File: config.mk
export PLATFORM = sky130hd
export DESIGN_NAME = traffic_light_ctrl
export DESIGN_NICKNAME = d
export VERILOG_FILES = /design/src/rtl/tlc_pkg.sv /design/src/rtl/tlc_tick_gen.sv /design/src/rtl/traffic_light_ctrl.sv
export SDC_FILE = /design/constraint.sdc
export NUM_CORES = 1
export LEC_CHECK = 0
export CORE_MARGIN = 5
export CORE_UTILIZATION = 40
export DETAILED_ROUTE_END_ITERATION = 16
export PLACE_DENSITY = 0.67
export SETUP_SLACK_MARGIN = 0.02
export SLEW_MARGIN = 15
export SYNTH_ARGS = -nofsm -noshare
export SYNTH_HDL_FRONTEND = slang
export SYNTH_SLANG_ARGS = --single-unit
File: constraint.sdc
create_clock -name pclk -period 1.9 [get_ports pclk]
set_input_delay 0.475 -clock pclk [delete_from_list [all_inputs] [get_ports pclk]]
set_output_delay 0.475 -clock pclk [all_outputs]
set_load 0.02 [all_outputs]
File: src/rtl/tlc_pkg.sv
// rtl/tlc_pkg.sv - state encodings, timer field layout and dwell lookup for traffic_light_ctrl
package tlc_pkg;

  typedef enum logic [1:0] {
    ST_RED    = 2'b00,
    ST_GREEN  = 2'b01,
    ST_YELLOW = 2'b10,
    ST_BLINK  = 2'b11
  } tlc_state_e;

  localparam int CNT_W   = 12;

  localparam int G2Y_LSB = 20;
  localparam int G2Y_W   = 12;
  localparam int R2G_LSB = 8;
  localparam int R2G_W   = 12;
  localparam int Y2R_LSB = 0;
  localparam int Y2R_W   = 8;

  // Dwell of the state being entered, taken from the field that ends it.
  function automatic logic [CNT_W-1:0] dwell_of(tlc_state_e st, logic [31:0] timer);
    logic [CNT_W-1:0] v;
    case (st)
      ST_GREEN:  v = timer[G2Y_LSB +: G2Y_W];
      ST_YELLOW: v = CNT_W'(timer[Y2R_LSB +: Y2R_W]);
      default:   v = timer[R2G_LSB +: R2G_W];
    endcase
    return v;
  endfunction

endpackage

File: src/rtl/tlc_tick_gen.sv
// rtl/tlc_tick_gen.sv - prescaler emitting a one-cycle tick every TICK_DIV pclk cycles
module tlc_tick_gen #(
  parameter int unsigned TICK_DIV = 1
) (
  input  logic pclk,
  input  logic presetn,
  input  logic clr_i,
  output logic tick_o
);

  // With TICK_DIV=1 the counter never leaves zero, so tick stays high.
  localparam logic [15:0] LAST = 16'(TICK_DIV - 1);

  logic [15:0] cnt_q;

  always_ff @(posedge pclk or negedge presetn) begin
    if (!presetn) begin
      cnt_q <= '0;
    end else if (clr_i || cnt_q == LAST) begin
      cnt_q <= '0;
    end else begin
      cnt_q <= cnt_q + 16'd1;
    end
  end

  assign tick_o = (cnt_q == LAST);

endmodule

File: src/rtl/traffic_light_ctrl.sv
// rtl/traffic_light_ctrl.sv - red/green/yellow sequencer with dwell timers and lamp blink mode
module traffic_light_ctrl
  import tlc_pkg::*;
#(
  parameter int unsigned TICK_DIV   = 1,
  parameter int unsigned BLINK_HALF = 4
) (
  input  logic        pclk,
  input  logic        presetn,
  input  logic        mod_en,
  input  logic        blink_yellow,
  input  logic        blink_red,
  input  logic        profile,
  input  logic [31:0] timer_0,
  input  logic [31:0] timer_1,
  output logic [1:0]  state,
  output logic        lamp_red,
  output logic        lamp_yellow,
  output logic        lamp_green
);

  localparam logic [CNT_W-1:0] BLINK_LOAD = CNT_W'(BLINK_HALF);
  localparam logic [CNT_W-1:0] CNT_ONE    = CNT_W'(1);

  tlc_state_e       state_q;
  logic [CNT_W-1:0] cnt_q;
  logic [CNT_W-1:0] bcnt_q;
  logic             en_q;
  logic             blink_sel_q;
  logic             lamp_red_q;
  logic             lamp_yellow_q;
  logic             lamp_green_q;

  logic             tick;
  logic             blink_req;
  logic [31:0]      timer_sel;
  tlc_state_e       next_d;
  logic [CNT_W-1:0] next_load;
  logic [CNT_W-1:0] red_load;

  tlc_tick_gen #(
    .TICK_DIV(TICK_DIV)
  ) u_tick_gen (
    .pclk   (pclk),
    .presetn(presetn),
    .clr_i  (!mod_en),
    .tick_o (tick)
  );

  assign blink_req = blink_red | blink_yellow;
  assign timer_sel = profile ? timer_1 : timer_0;

  always_comb begin
    next_d = ST_RED;
    case (state_q)
      ST_RED:   next_d = ST_GREEN;
      ST_GREEN: next_d = ST_YELLOW;
      default:  next_d = ST_RED;
    endcase
  end

  assign next_load = dwell_of(next_d, timer_sel);
  assign red_load  = dwell_of(ST_RED, timer_sel);

  // A loaded value of 0 expires on the first tick just like 1, via the <= 1 test.
  always_ff @(posedge pclk or negedge presetn) begin
    if (!presetn) begin
      state_q       <= ST_RED;
      cnt_q         <= '0;
      bcnt_q        <= '0;
      en_q          <= 1'b0;
      blink_sel_q   <= 1'b0;
      lamp_red_q    <= 1'b0;
      lamp_yellow_q <= 1'b0;
      lamp_green_q  <= 1'b0;
    end else begin
      en_q <= mod_en;
      if (!mod_en) begin
        state_q       <= ST_RED;
        lamp_red_q    <= 1'b0;
        lamp_yellow_q <= 1'b0;
        lamp_green_q  <= 1'b0;
      end else if (blink_req) begin
        if (state_q != ST_BLINK || blink_sel_q != blink_red) begin
          state_q       <= ST_BLINK;
          blink_sel_q   <= blink_red;
          bcnt_q        <= BLINK_LOAD;
          lamp_red_q    <= blink_red;
          lamp_yellow_q <= !blink_red;
          lamp_green_q  <= 1'b0;
        end else if (tick) begin
          if (bcnt_q <= CNT_ONE) begin
            bcnt_q        <= BLINK_LOAD;
            lamp_red_q    <= blink_sel_q ? !lamp_red_q : 1'b0;
            lamp_yellow_q <= blink_sel_q ? 1'b0 : !lamp_yellow_q;
          end else begin
            bcnt_q <= bcnt_q - CNT_ONE;
          end
        end
      end else if (!en_q || state_q == ST_BLINK) begin
        state_q       <= ST_RED;
        cnt_q         <= red_load;
        lamp_red_q    <= 1'b1;
        lamp_yellow_q <= 1'b0;
        lamp_green_q  <= 1'b0;
      end else if (tick) begin
        if (cnt_q <= CNT_ONE) begin
          state_q       <= next_d;
          cnt_q         <= next_load;
          lamp_red_q    <= (next_d == ST_RED);
          lamp_yellow_q <= (next_d == ST_YELLOW);
          lamp_green_q  <= (next_d == ST_GREEN);
        end else begin
          cnt_q <= cnt_q - CNT_ONE;
        end
      end
    end
  end

  assign state       = state_q;
  assign lamp_red    = lamp_red_q;
  assign lamp_yellow = lamp_yellow_q;
  assign lamp_green  = lamp_green_q;

endmodule
Yosys cells after proc, flatten, opt, wreduce, memory -nomap -nowiden
Index checks and enable logic that the tools add are counted.

storage, ports and cells
  bits in registers = 47
  input bits = 70
  output and inout port bits = 5
  word-level logic and storage cells = 85

operators by class
  mux-type cells = 40
  $add $sub $neg = 3
  bitwise logic cells = 2
  eq/ne operators = 11
  order comparisons = 2
  reduce and logical (&&, ||, !) cells = 18

operators with widths
  operator                                                                 count
  12-bit 2-to-1 mux                                                        6
  32-bit 2-to-1 mux                                                        1
  12-bit by 1-bit <= comparator with 1-bit output (second input constant)  2
  1-bit 2-to-1 mux                                                         24
  12-bit one-hot mux with 2 select lines                                   1
  12-bit by 1-bit subtractor with 12-bit output (second input constant)    2
  16-bit by 1-bit adder with 16-bit output (second input constant)         1
  16-bit logical NOT                                                       1
  16-bit 2-to-1 mux                                                        1
  2-bit 2-to-1 mux                                                         6
  3-bit AND reduction                                                      4
  4-bit by 1-bit != test with 1-bit output (second input constant)         2
  1-bit logical NOT                                                        5
  2-bit by 1-bit equality test with 1-bit output (second input constant)   2
  2-bit equality test (second input constant)                              2
  2-bit logical NOT                                                        2
  4-bit by 2-bit != test with 1-bit output (second input constant)         1
  4-bit by 3-bit != test with 1-bit output (second input constant)         1
  2-bit one-hot mux with 2 select lines                                    1
  4-bit AND reduction                                                      1
  2-bit nonzero test                                                       2
  1-bit logical OR                                                         3
  3-bit by 2-bit != test with 1-bit output (second input constant)         1
  2-bit != test (second input constant)                                    1
  3 further kinds                                                          3

Depth between registers and ports, before layout
Gate-level depths: netlist of the first run.

  word-level depth = 8
  depth in mapped cells = 8
  gate-level depth less buffers = 7

Modules after synthesis
A second synthesis of the first run with hierarchy kept.

second synthesis, totals
  cells, all modules = 352
  area, all modules = 3256.9 um^2

modules (own cells, without submodules)
  module              cells each  times used  area an instance (um^2)
  traffic_light_ctrl  267         1           2429.8
  tlc_tick_gen        85          1           827.0

Worst setup path after synthesis of the first run
OpenSTA, ideal clock, no wires.

  kind = reg-to-reg
  start = register cnt_q[4]
  end = register lamp_red_q, in the netlist lamp_red
  stages on the path, launching flop included = 7
  arrival time = 1990 ps
  path slack = -217 ps
  clock period less this slack = 2117 ps
  path buffers = 1
  cell sequence = dfrtp_1 or4_1 buf_2 nor3_4 a21oi_1 a211oi_2 mux2_1

on the way
  longest elaborated chain between the ends = 3

RTL lines
  item                                                RTL line                   source
  start, declared                                     traffic_light_ctrl.sv:26   logic [CNT_W-1:0] cnt_q;
  start signal, assigned                              traffic_light_ctrl.sv:102  cnt_q <= red_load;
  start signal, assigned                              traffic_light_ctrl.sv:109  cnt_q <= next_load;
  start signal, assigned                              traffic_light_ctrl.sv:114  cnt_q <= cnt_q - CNT_ONE;
  12-bit by 1-bit <= comparator with 1-bit output     traffic_light_ctrl.sv:107  if (cnt_q <= CNT_ONE) begin
  4-bit by 1-bit != test with 1-bit output (no line)  n/a
  4-bit AND reduction (no line)                       n/a
  end signal, assigned                                traffic_light_ctrl.sv:88   lamp_red_q <= blink_red;
  end signal, assigned                                traffic_light_ctrl.sv:94   lamp_red_q <= blink_sel_q ? !lamp_red_q : 1'b0;
  end signal, assigned                                traffic_light_ctrl.sv:110  lamp_red_q <= (next_d == ST_RED);
  end, declared                                       traffic_light_ctrl.sv:30   logic lamp_red_q;

No other way between the ends.
A chain may end at the register's enable or synchronous reset.

Final worst setup path of the first run
  start = register cnt_q[6]
  end = register cnt_q[5]

on the way
  longest elaborated chain between the ends = 4

RTL lines
  item                                             RTL line                   source
  12-bit by 1-bit <= comparator with 1-bit output  traffic_light_ctrl.sv:107
  12-bit 2-to-1 mux                                traffic_light_ctrl.sv:107
  12-bit 2-to-1 mux                                traffic_light_ctrl.sv:106  end else if (tick) begin
  12-bit 2-to-1 mux                                traffic_light_ctrl.sv:100  end else if (!en_q || state_q == ST_BLINK) begin

No other way between the ends. The select of a mux whose other input is x is not followed.

==> results.cfg, run 1 <==
[status]
status = finished, violations left
violations = setup timing

[yosys]
synth_flop_cell = dfrtp_1
ys_async_sr_fraction_pct = 100
ys.warnings.count = 0
avgSynthCellArea_sq_um = 8.85
synth_edf_count = 0
synth_cell_type_count = 65
synth_fp_nets = 452
ys_ff_latch = 47
seq_area_frac_synth_pct = 35.3
postSynthCellCount = 376
syn_area_sq_um = 3330

[worst_setup_path]
crit_type = register to register
critPathCaptureType = register
cp_max_fo = 5
worstPathArrival_ns = 2.34
setup.worst_path.start_class = register
required_ns = 2.09

[cts]
cts-root-buf = clkbuf_8
cts_max_level = 2
cts.sinks = 47
clk_latency_ns = 0.30
clk_path_buf_depth = 2
cts_inserted_buffers = 5
tritoncts = built
clkTransAtPathRegs_ns = 0.09

[die]
rows = 33
floorplan.die_area_sq_um = 10200
fp.dieW_microns = 101
die_h_microns = 101
core_sq_um = 8180
ios = 75
start_util_pct = 40.7

[timing]
final-setup-viol-count = 28
fin_worst_skew_ns = 0.00301
period_share_pct = 113
finalSetupTns_ns = -4.29
final.min_clock_period_ns = 2.15
worst_slack_ns = -0.249
rsz0062_at_grt = true
tightest_slew_ns = 0.506
fmax_mhz = 465
drv_slew = 0
hold_violations = 0
max_slew_margin_pct = 66.2

[placement]
pre_cts_slack_ns = -0.445
io_buffers = 74
dp_hpwl_mm = 8.32
post_dp_cell_area_sq_um = 4920
finalWeightedCongestion = 0.985
place_inst = 628

[route]
drt-total-wl_mm = 11.9
ant_nets = 0
wl_per_cell_microns = 18.1
drt-initial-drc-count = 144
drc = 0
vias = 3782
firstDrtPassIters = 4
via_per_inst = 5.74

[worst_hold_path]
hp-class = input port to async pin

[power_and_ir_drop]
power_density_nw_per_um2 = 527
max-vdd-ir-drop_mv = 0.323
p_leak_nw = 2.42

[finish]
finalNonFillerCells = 659
syn_to_final_growth_pct = 69.5
layout_common_cells = 94 x buf_4, 71 x clkdlybuf4s50_1, 47 x dfrtp_1
diodes = 0
nNetsFinal = 629
final_cell_area_sq_um = 5640
layout_commonest_cell = buf_4
utilization_pct = 69.0
drive_gt1_share_pct = 37.2

[grt]
antenna_found_initial = 0
grt_pass1_vias = 3688
grt_pass1_wl_mm = 17.7
grt_max_degree = 34
grt-ovfl-total = 0
grt_usage_pct = 21.6

[job]
max_cap_viol_count = 0
==> area by class of cell <==
type / instances / area (sq um)
sequential: 47 / 1180
inverter: 14 / 52.6
tap: 105 / 131
multi-input combinational: 294 / 2420
timing repair buffer: 191 / 1760
clock buffer: 8 / 100
fill: 608 / 2530
==> worst paths after layout <==
kind	start	to	slack (ns)	depth (start not counted)
worst max-delay path	cnt_q[6]	cnt_q[5]	-0.25	6
max in group asynchronous	presetn	u_tick_gen.cnt_q[14]	1.30	2
worst min-delay path	presetn	bcnt_q[0]	0.09	1
worst min register to register	bcnt_q[10]	bcnt_q[10]	0.50	1
worst max register to register	cnt_q[6]	cnt_q[5]	-0.25	6
min in group pclk	bcnt_q[10]	bcnt_q[10]	0.50	1
==> synthesized netlist by cell type, types with 7 or more instances <==
| master | n | area [sq um] |
|---|---|---|
| mux2_2 | 14 | 158 |
| o21ai_0 | 29 | 145 |
| o31ai_1 | 7 | 52.6 |
| nand3_1 | 8 | 40.0 |
| inv_1 | 14 | 52.6 |
| a31oi_1 | 7 | 43.8 |
| nand2_1 | 29 | 109 |
| mux2i_1 | 13 | 130 |
| or3_1 | 9 | 56.3 |
| a21oi_1 | 14 | 70.1 |
| a211oi_1 | 7 | 52.6 |
| xor2_1 | 8 | 70.1 |
| nor2_1 | 35 | 131 |
| nor3_1 | 12 | 60.1 |
| dfrtp_1 | 47 | 1180 |
| clkbuf_1 | 15 | 56.3 |
==> logic make-up (layout without fill, tap and decap cells) <==
family / Yosys count / after routing / share of synthesized area (%)
mux: 31 / 31 / 11.0
fa+ha+maj: 6 / 6 / 2.26
flops: 47 / 47 / 35.3
simple gates: 133 / 133 / 20.9
xor+xnor: 14 / 14 / 3.68
buf+inv: 35 / 213 / 4.29
compound gates: 110 / 110 / 22.5
==> power by group <==
group / internal [mW] / total (mW) / switching (mW)
combinational: 0.622 / 1.15 / 0.530
sequential: 1.07 / 1.15 / 0.0711
clock: 0.333 / 0.675 / 0.342
==> routing by layer <==
metal / share of wire (%) / wire length [microns] / global-route usage, % / vias to the layer above
met3: 7.0 / 836 / 4.61 / 36
met1: 40 / 4790 / 26.2 / 1822
met2: 49 / 5850 / 37.5 / 153
met5: 0 / 0 / 0 / -
met4: 3.6 / 434 / 8.18 / 0
li1: - / - / - / 1771
==> registers in the layout (all words and copies together), names as in the netlist <==
signal / cells
bcnt_q: 12
blink_sel_q: 1
cnt_q: 12
en_q: 1
lamp_green: 1
lamp_red: 1
lamp_yellow: 1
state: 2
u_tick_gen.cnt_q: 16
==> repair_timing <==
action	in CTS	in global routing
endpoints found under the hold margin	0	0
cloned	0	3
endpoints found under the setup margin	31	29
hold buffers	0	0
buffers inserted	4	16
gates resized for setup	55	46
pin swaps	18	14
==> critical path: stages, from the launching register on <==
cell,delay (ns)
dfrtp_1,0.39
or4_4,0.57
or3_4,0.40
clkbuf_16,0.18
o21ai_4,0.18
o21ai_1,0.10
a22o_1,0.22
==> metrics by stage <==
step / hold WS [ns] / total power, mW
6_report: 0.0860 / 2.97
4_1_cts: 0.0772 / 2.87
3_5_place_dp: 0.415 / 2.12
2_1_floorplan: 0.179 / 1.60
3_3_place_gp: 0.417 / 2.09
5_1_grt: 0.0895 / 3.13
Note: power is estimated with default switching activity, not from simulation.
==> run 2, diff against run 1 <==
CAP_MARGIN = 20   (was not set)
==> results of run 2 <==
The final DEF is identical to that of run 1; final timing and power are the same.
